[config.mk]
export PLATFORM = sky130hd
export DESIGN_NAME = fxp_mult_arbiter
export DESIGN_NICKNAME = d
export VERILOG_FILES = /design/src/rtl/fxp_mult_arbiter.sv
export SDC_FILE = /design/constraint.sdc
export NUM_CORES = 1
export LEC_CHECK = 0
export CAP_MARGIN = 10
export CORE_AREA = 2 2 159 161
export DETAILED_ROUTE_END_ITERATION = 7
export DIE_AREA = 0 0 161 163
export PLACE_DENSITY = 0.6
export SYNTH_ARGS = -nofsm -noshare
export SYNTH_HDL_FRONTEND = slang
export SYNTH_SLANG_ARGS = --single-unit
[constraint.sdc]
create_clock -name clk -period 2.62 [get_ports clk]
set_input_delay 0.524 -clock clk [delete_from_list [all_inputs] [get_ports clk]]
set_output_delay 0.524 -clock clk [all_outputs]
set_load 0.02 [all_outputs]
[src/rtl/fxp_mult_arbiter.sv]
// Round-robin arbiter/sequencer sharing one iterative fixed-point multiplier among NREQ requesters.
// Optional macro FXP_ARB_FIXED_PRIO_EN: lowest requesting index always wins (no rotating pointer).
module fxp_mult_arbiter #(
   parameter int NREQ = 4,
   parameter int N    = 32,
   localparam int IDW = $clog2(NREQ)
) (
   input  logic              clk,
   input  logic              reset,
   input  logic [NREQ-1:0]   req_val,
   output logic [NREQ-1:0]   req_rdy,
   input  logic [NREQ*N-1:0] req_a,
   input  logic [NREQ*N-1:0] req_b,
   output logic [NREQ-1:0]   resp_val,
   input  logic [NREQ-1:0]   resp_rdy,
   output logic [N-1:0]      resp_c,
   output logic              mul_reset,
   output logic              mul_recv_val,
   input  logic              mul_recv_rdy,
   output logic [N-1:0]      mul_a,
   output logic [N-1:0]      mul_b,
   input  logic              mul_send_val,
   output logic              mul_send_rdy,
   input  logic [N-1:0]      mul_c,
   output logic              busy,
   output logic [IDW-1:0]    grant_id
);

   typedef enum logic [1:0] {
      IDLE  = 2'd0,
      ISSUE = 2'd1,
      WAIT  = 2'd2,
      RESP  = 2'd3
   } state_t;

   state_t         state;
   state_t         state_next;
   logic [IDW-1:0] id;
   logic [N-1:0]   op_a;
   logic [N-1:0]   op_b;
   logic [N-1:0]   res;
`ifndef FXP_ARB_FIXED_PRIO_EN
   logic [IDW-1:0] ptr;
`endif

   logic [N-1:0]   a_slice [NREQ];
   logic [N-1:0]   b_slice [NREQ];
   logic [IDW-1:0] win;
   logic           win_hit;
   logic           accept;

   for (genvar g = 0; g < NREQ; g++) begin : g_slice
      assign a_slice[g] = req_a[g*N +: N];
      assign b_slice[g] = req_b[g*N +: N];
   end

   // Arbitration: first asserted req_val scanning upward from the start index, wrapping.
   always_comb begin
      logic [IDW-1:0] idx;
      idx     = '0;
      win     = '0;
      win_hit = 1'b0;
      for (int k = 0; k < NREQ; k++) begin
`ifdef FXP_ARB_FIXED_PRIO_EN
         idx = IDW'(k);
`else
         idx = IDW'((int'(ptr) + k) % NREQ);
`endif
         if (!win_hit && req_val[idx]) begin
            win_hit = 1'b1;
            win     = idx;
         end else begin
            win_hit = win_hit;
         end
      end
   end

   assign accept = reset && (state == IDLE) && win_hit;

   // Next-state logic; only registered state and handshake inputs steer the FSM.
   always_comb begin
      state_next = state;
      case (state)
         IDLE: begin
            if (accept) state_next = ISSUE;
            else        state_next = IDLE;
         end
         ISSUE: begin
            if (mul_recv_rdy) state_next = WAIT;
            else              state_next = ISSUE;
         end
         WAIT: begin
            if (mul_send_val) state_next = RESP;
            else              state_next = WAIT;
         end
         RESP: begin
            if (resp_rdy[id]) state_next = IDLE;
            else              state_next = RESP;
         end
         default: state_next = IDLE;
      endcase
   end

   // Handshake outputs; everything is forced to its reset value while reset is low.
   always_comb begin
      req_rdy      = '0;
      resp_val     = '0;
      resp_c       = '0;
      mul_recv_val = 1'b0;
      mul_send_rdy = 1'b0;
      if (accept) begin
         req_rdy[win] = 1'b1;
      end else begin
         req_rdy = '0;
      end
      if (reset && (state == RESP)) begin
         resp_val[id] = 1'b1;
         resp_c       = res;
      end else begin
         resp_val = '0;
      end
      mul_recv_val = reset && (state == ISSUE);
      mul_send_rdy = reset && (state == WAIT);
   end

   assign mul_reset = !reset;
   assign mul_a     = reset ? op_a : '0;
   assign mul_b     = reset ? op_b : '0;
   assign busy      = reset && (state != IDLE);
   assign grant_id  = reset ? id : '0;

   // State, operand, result and pointer registers with synchronous active-low reset.
   always_ff @(posedge clk) begin
      if (!reset) begin
         state <= IDLE;
         id    <= '0;
         op_a  <= '0;
         op_b  <= '0;
         res   <= '0;
`ifndef FXP_ARB_FIXED_PRIO_EN
         ptr   <= '0;
`endif
      end else begin
         state <= state_next;
         if (accept) begin
            op_a <= a_slice[win];
            op_b <= b_slice[win];
            id   <= win;
         end
         if ((state == WAIT) && mul_send_val) begin
            res <= mul_c;
         end
`ifndef FXP_ARB_FIXED_PRIO_EN
         // The requester just served drops to lowest priority for the next grant.
         if ((state == RESP) && resp_rdy[id]) begin
            ptr <= (id == IDW'(NREQ - 1)) ? '0 : id + IDW'(1);
         end
`endif
      end
   end

endmodule

# Word level (Yosys, flattened, before mapping)
# Index checks and enable logic that the tools add are counted.
# W data, S select, Z words.
totals:
  elab_cells: 83
  output_inout_bits: 110
  input_bits: 300
  register_bits: 102
classes:
  magnitude_cmp: 9
  muxes: 40
  add_sub_neg: 4
  n_eq_ne: 4
  bitwise: 1
  reduce_logical: 19
ops:
  columns: ["cell", "n"]
  rows:
  - ["$mux W32", 7]
  - ["$bmux W32 S2", 2]
  - ["$lt A2 B3 Y1 const B", 6]
  - ["$mux W2", 8]
  - ["$logic_and A1 B1 Y1", 13]
  - ["$mux W1", 13]
  - ["$bmux W1 S2", 5]
  - ["$mux W4", 2]
  - ["$pmux W2 S4", 1]
  - ["$eq A2 B2 Y1 const B", 3]
  - ["$add A2 B1 Y2 const B", 2]
  - ["$add A2 B2 Y2 const B", 2]
  - ["$demux W1 S2", 2]
  - ["$ge A2 B1 Y1 const B", 2]
  - ["$logic_not A1 Y1", 4]
  - ["$ge A3 B3 Y1 const B", 1]
  - ["$not A2 Y3", 1]
  - ["$eq A2 B1 Y1 const B", 1]
  - ["$logic_not A2 Y1", 1]
  - ["$reduce_bool A2 Y1", 1]

# Longest topological paths before layout
depth:
  ltp_word: 17
  depth_mapped: 9
  depth_no_buf: 5

# Least setup slack after synthesis
# Ideal clock, no wire load.
synth_path:
  kind: "input port to output port"
  startpoint: "input req_val[0]"
  endpoint: "output req_rdy[1]"
  cell_stages: 7
  n_path_buf: 3
  slack_ps: -95
  t_required_ps: 2096
  t_arrival_ps: 2191
  path_cell_list: "nor2b_1 > or4_1 > and2_1 > clkbuf_2 > buf_6 > buf_6 > nor3_1"
synth_via:
  elab_chain_len: 17
  word_cells_on_any_way: 29
  classes_between: "order compare (2); mux (19); reduce/logical (8)"
synth_rtl:
  columns: ["element", "line", "rtl"]
  rows:
  - ["start, declared", "10", "input logic [NREQ-1:0] req_val,"]
  - ["$bmux W1 S2", "69", "if (!win_hit && req_val[idx]) begin"]
  - ["$mux W1 (implied by the code)", "69", null]
  - ["$mux W1", "69", null]
  - ["$logic_not A1 Y1", "69", null]
  - ["$logic_and A1 B1 Y1", "69", null]
  - ["$mux W1", "69", null]
  - ["$logic_not A1 Y1", "69", null]
  - ["$logic_and A1 B1 Y1", "69", null]
  - ["$mux W1", "69", null]
  - ["$logic_not A1 Y1", "69", null]
  - ["$logic_and A1 B1 Y1", "69", null]
  - ["$mux W2", "69", null]
  - ["$lt A2 B3 Y1 (implied by the code) or $ge A2 B1 Y1 (tied branches)", "112", "req_rdy[win] = 1'b1;"]
  - ["$logic_and A1 B1 Y1 (implied by the code)", "112", null]
  - ["$mux W1 (implied by the code)", "112", null]
  - ["$demux W1 S2", "112", null]
  - ["$mux W4 *", "111", "if (accept) begin"]
  - ["end, declared", "11", "output logic [NREQ-1:0] req_rdy,"]
# Mark *: on every way between the ends. The rest lies on a longest branch, timed or not. The select of a mux whose other input is x is not followed.

# Final worst setup path
layout_path:
  startpoint: "input req_val[0]"
  endpoint: "output req_rdy[3]"
# The elaborated chain is that of the path after synthesis.

==> impl_metrics.py <==
metrics = {
    "logic_synthesis": {
        "synth_edf_count": 0,
        "synth.area.top_cells": "dfxtp_1 (33%), mux2i_1 (12%), and2_1 (10%), nand2_1 (7.8%), a21boi_0 (6.5%)",
        "synth_top_area_share_pct": 32.5,
        "synth_flop_cell": "dfxtp_1",
        "yosysUniqueCellTypes": 33,
        "synthCells": 797,
        "synth_common_cells": "nand2_1 (131), and2_1 (102), dfxtp_1 (102), mux2i_1 (75), and3_1 (56)",
        "ys_ff_latch": 102,
        "yosysTopAreaCell": "dfxtp_1",
        "yosysWarnings": 0,
        "syn_area_per_cell_um2": 7.88,
        "synth_seq_area_share_pct": 32.5,
        "yosysMostFrequentCell": "nand2_1",
        "syn_nets": 1101,
        "synthArstFlopShare_pct": 0,
        "syn_area_um2": 6280,
    },
    "hold_path": {
        "min_path_cells": 2,
        "min_from": "res[6]",
        "hold_class": "reg -> reg",
    },
    "power": {
        "p_leak_nw": 4.64,
        "power_density_nw_per_um2": 408,
        "vdd_drop_max_uv": 215,
    },
    "die": {
        "fp-row-count": 58,
        "die_w_um": 161,
        "die_h_um": 163,
        "dieArea_um2": 26200,
        "io_pins": 410,
        "fp.coreArea_um2": 24700,
        "start_util_pct": 25.5,
    },
    "global_route": {
        "globalRouteTotalUtil_pct": 20.3,
        "grt_pass1_vias": 7108,
        "overflow": 0,
        "grt_pass1_wl_mm": 41.4,
        "antenna_found_initial": 2,
        "grt_max_degree": 68,
    },
    "cts": {
        "clock_latency_ns": 0.35,
        "numCtsBuffers": 9,
        "cts_hold_buf": 0,
        "cts_tree": "built",
        "root_buffer": "clkbuf_16",
        "cts_max_path_buffers": 2,
        "clkTransAtPathRegs_ns": 0.07,
        "htree_levels": 3,
        "cts.sinks": 102,
    },
    "route": {
        "wl_per_cell_um": 18.1,
        "routed_wl_mm": 27.6,
        "drc": 0,
        "drtIter0Drc": 382,
        "vias": 7107,
        "first_pass_iters": 4,
        "drt-vias-per-instance": 4.66,
        "detail-route-antenna-nets": 0,
    },
    "setup_path": {
        "crit_fanout": 3,
        "worst-setup-path-type": "in -> out",
        "required_ns": 2.10,
        "arrival_ns": 2.11,
        "start_kind": "input port",
        "r2r-start": "ptr[0]",
        "critPathCaptureType": "primary output",
        "startpoint": "req_val[0]",
        "r2r_cells": 8,
    },
    "outcome": {
        "violations": "negative setup slack",
        "outcome": "finished with violations",
    },
    "placement": {
        "hpwl_mm": 20.4,
        "dp_cells": 1502,
        "place_area_um2": 10800,
        "gp_congestion": 0.827,
        "portBuffers": 409,
    },
    "timing": {
        "tightest_slew_ns": 0.587,
        "hold_viol": 0,
        "setup_slack_ns": -0.0111,
        "finalSetupViolCount": 1,
        "skew_ns": 0.0142,
        "rsz0062_at_grt": "true",
        "min_period_ns": 2.63,
        "drv_slew": 0,
        "slew_headroom_pct": 60.9,
        "whs_ns": 0.453,
        "period_share_pct": 100,
        "fmax_mhz": 380,
        "fin_setup_tns_ns": -0.0111,
    },
    "finish": {
        "stdcell_count": 1525,
        "fin_nets": 1492,
        "design_area_um2": 11300,
        "area_growth_pct": 79.7,
        "drive_gt1_share_pct": 7.54,
        "nFillCells": 2485,
    },
    "job": {
        "drv_cap": 0,
    },
}
## layout make-up
cell class	count	area, um2	share of cell area [%]
sequential	102	2040	18.1
clock inverter	6	51.3	0.454
inverter	4	15.0	0.133
clock buffer	10	239	2.12
multi-input combinational	615	3950	35.0
timing repair buffer	456	4570	40.5
tap	330	413	3.66
antenna	2	5.00	0.0443
## flip-flops by register name, indices dropped and copies added, names as in the netlist
name,count
op_b,32
id,2
op_a,32
state,2
res,32
ptr,2
## through the flow
| stage | worst slack [ns] | util, % | total power [mW] |
|---|---|---|---|
| final | -0.0111 | 45.8 | 4.61 |
| after global routing | -0.0490 | 45.8 | 4.86 |
| after CTS | 0.00147 | 45.4 | 4.68 |
| after detailed placement | -0.677 | 44.0 | 3.25 |
| after global placement | -0.652 | 44.0 | 3.24 |
| after floorplan | -0.0950 | - | 2.43 |
## cell usage in the layout, fill, tap and decap left out, drive strengths merged, types with 7 or more instances in the layout
master and n:
dfxtp 102, a21oi 34, o211ai 54, and3 56
nor3 8, and2 102, inv 8, clkbuf 10
buf 55, nor2 9, o221ai 10, mux2i 75
a21boi 54, o21ai 57, nand2 131, dlymetal6s2s 7
clkdlybuf4s50 391
## power by group
group | internal [mW] | total, mW | switching (mW)
combinational | 0.855 | 1.49 | 0.640
clock | 0.691 | 1.38 | 0.684
sequential | 1.70 | 1.74 | 0.0345
## logic make-up after synthesis
kind of cell / Yosys count / synth area share [%]
simple gates: 323 / 26.6
buf+inv: 80 / 5.80
fa+ha+maj: 4 / 0.797
mux: 76 / 12.3
flops: 102 / 32.5
compound gates: 212 / 22.0
## repair_timing
item                       CTS  global route
pin swaps                    2             3
resized for setup           28            21
setup buffers                3             1
setup endpoints to repair   10            25
gates cloned                 1             0
## routing by layer
layer  up-vias  track usage [%]  share of wire (%)
met2       270             36.9                 50
met5         -                0                  0
met4         0             5.28                1.3
met3        21             6.16                7.8
li1       3563                -                  -
met1      3253             23.2                 41
## worst max-delay path, cell delays in order
cell and delay [ns]:
clkdlybuf4s50_1 0.44, nor2b_1 0.16, o21ba_2 0.21, or3_4 0.42
nor3_2 0.19, buf_4 0.16
## worst paths after layout
kind	slack [ns]	endpoint
min	0.45	res[6]
min reg2reg	0.45	res[6]
max reg2reg	0.46	op_b[25]
max	-0.01	req_rdy[3]
Note: power is estimated with default switching activity, not from simulation.
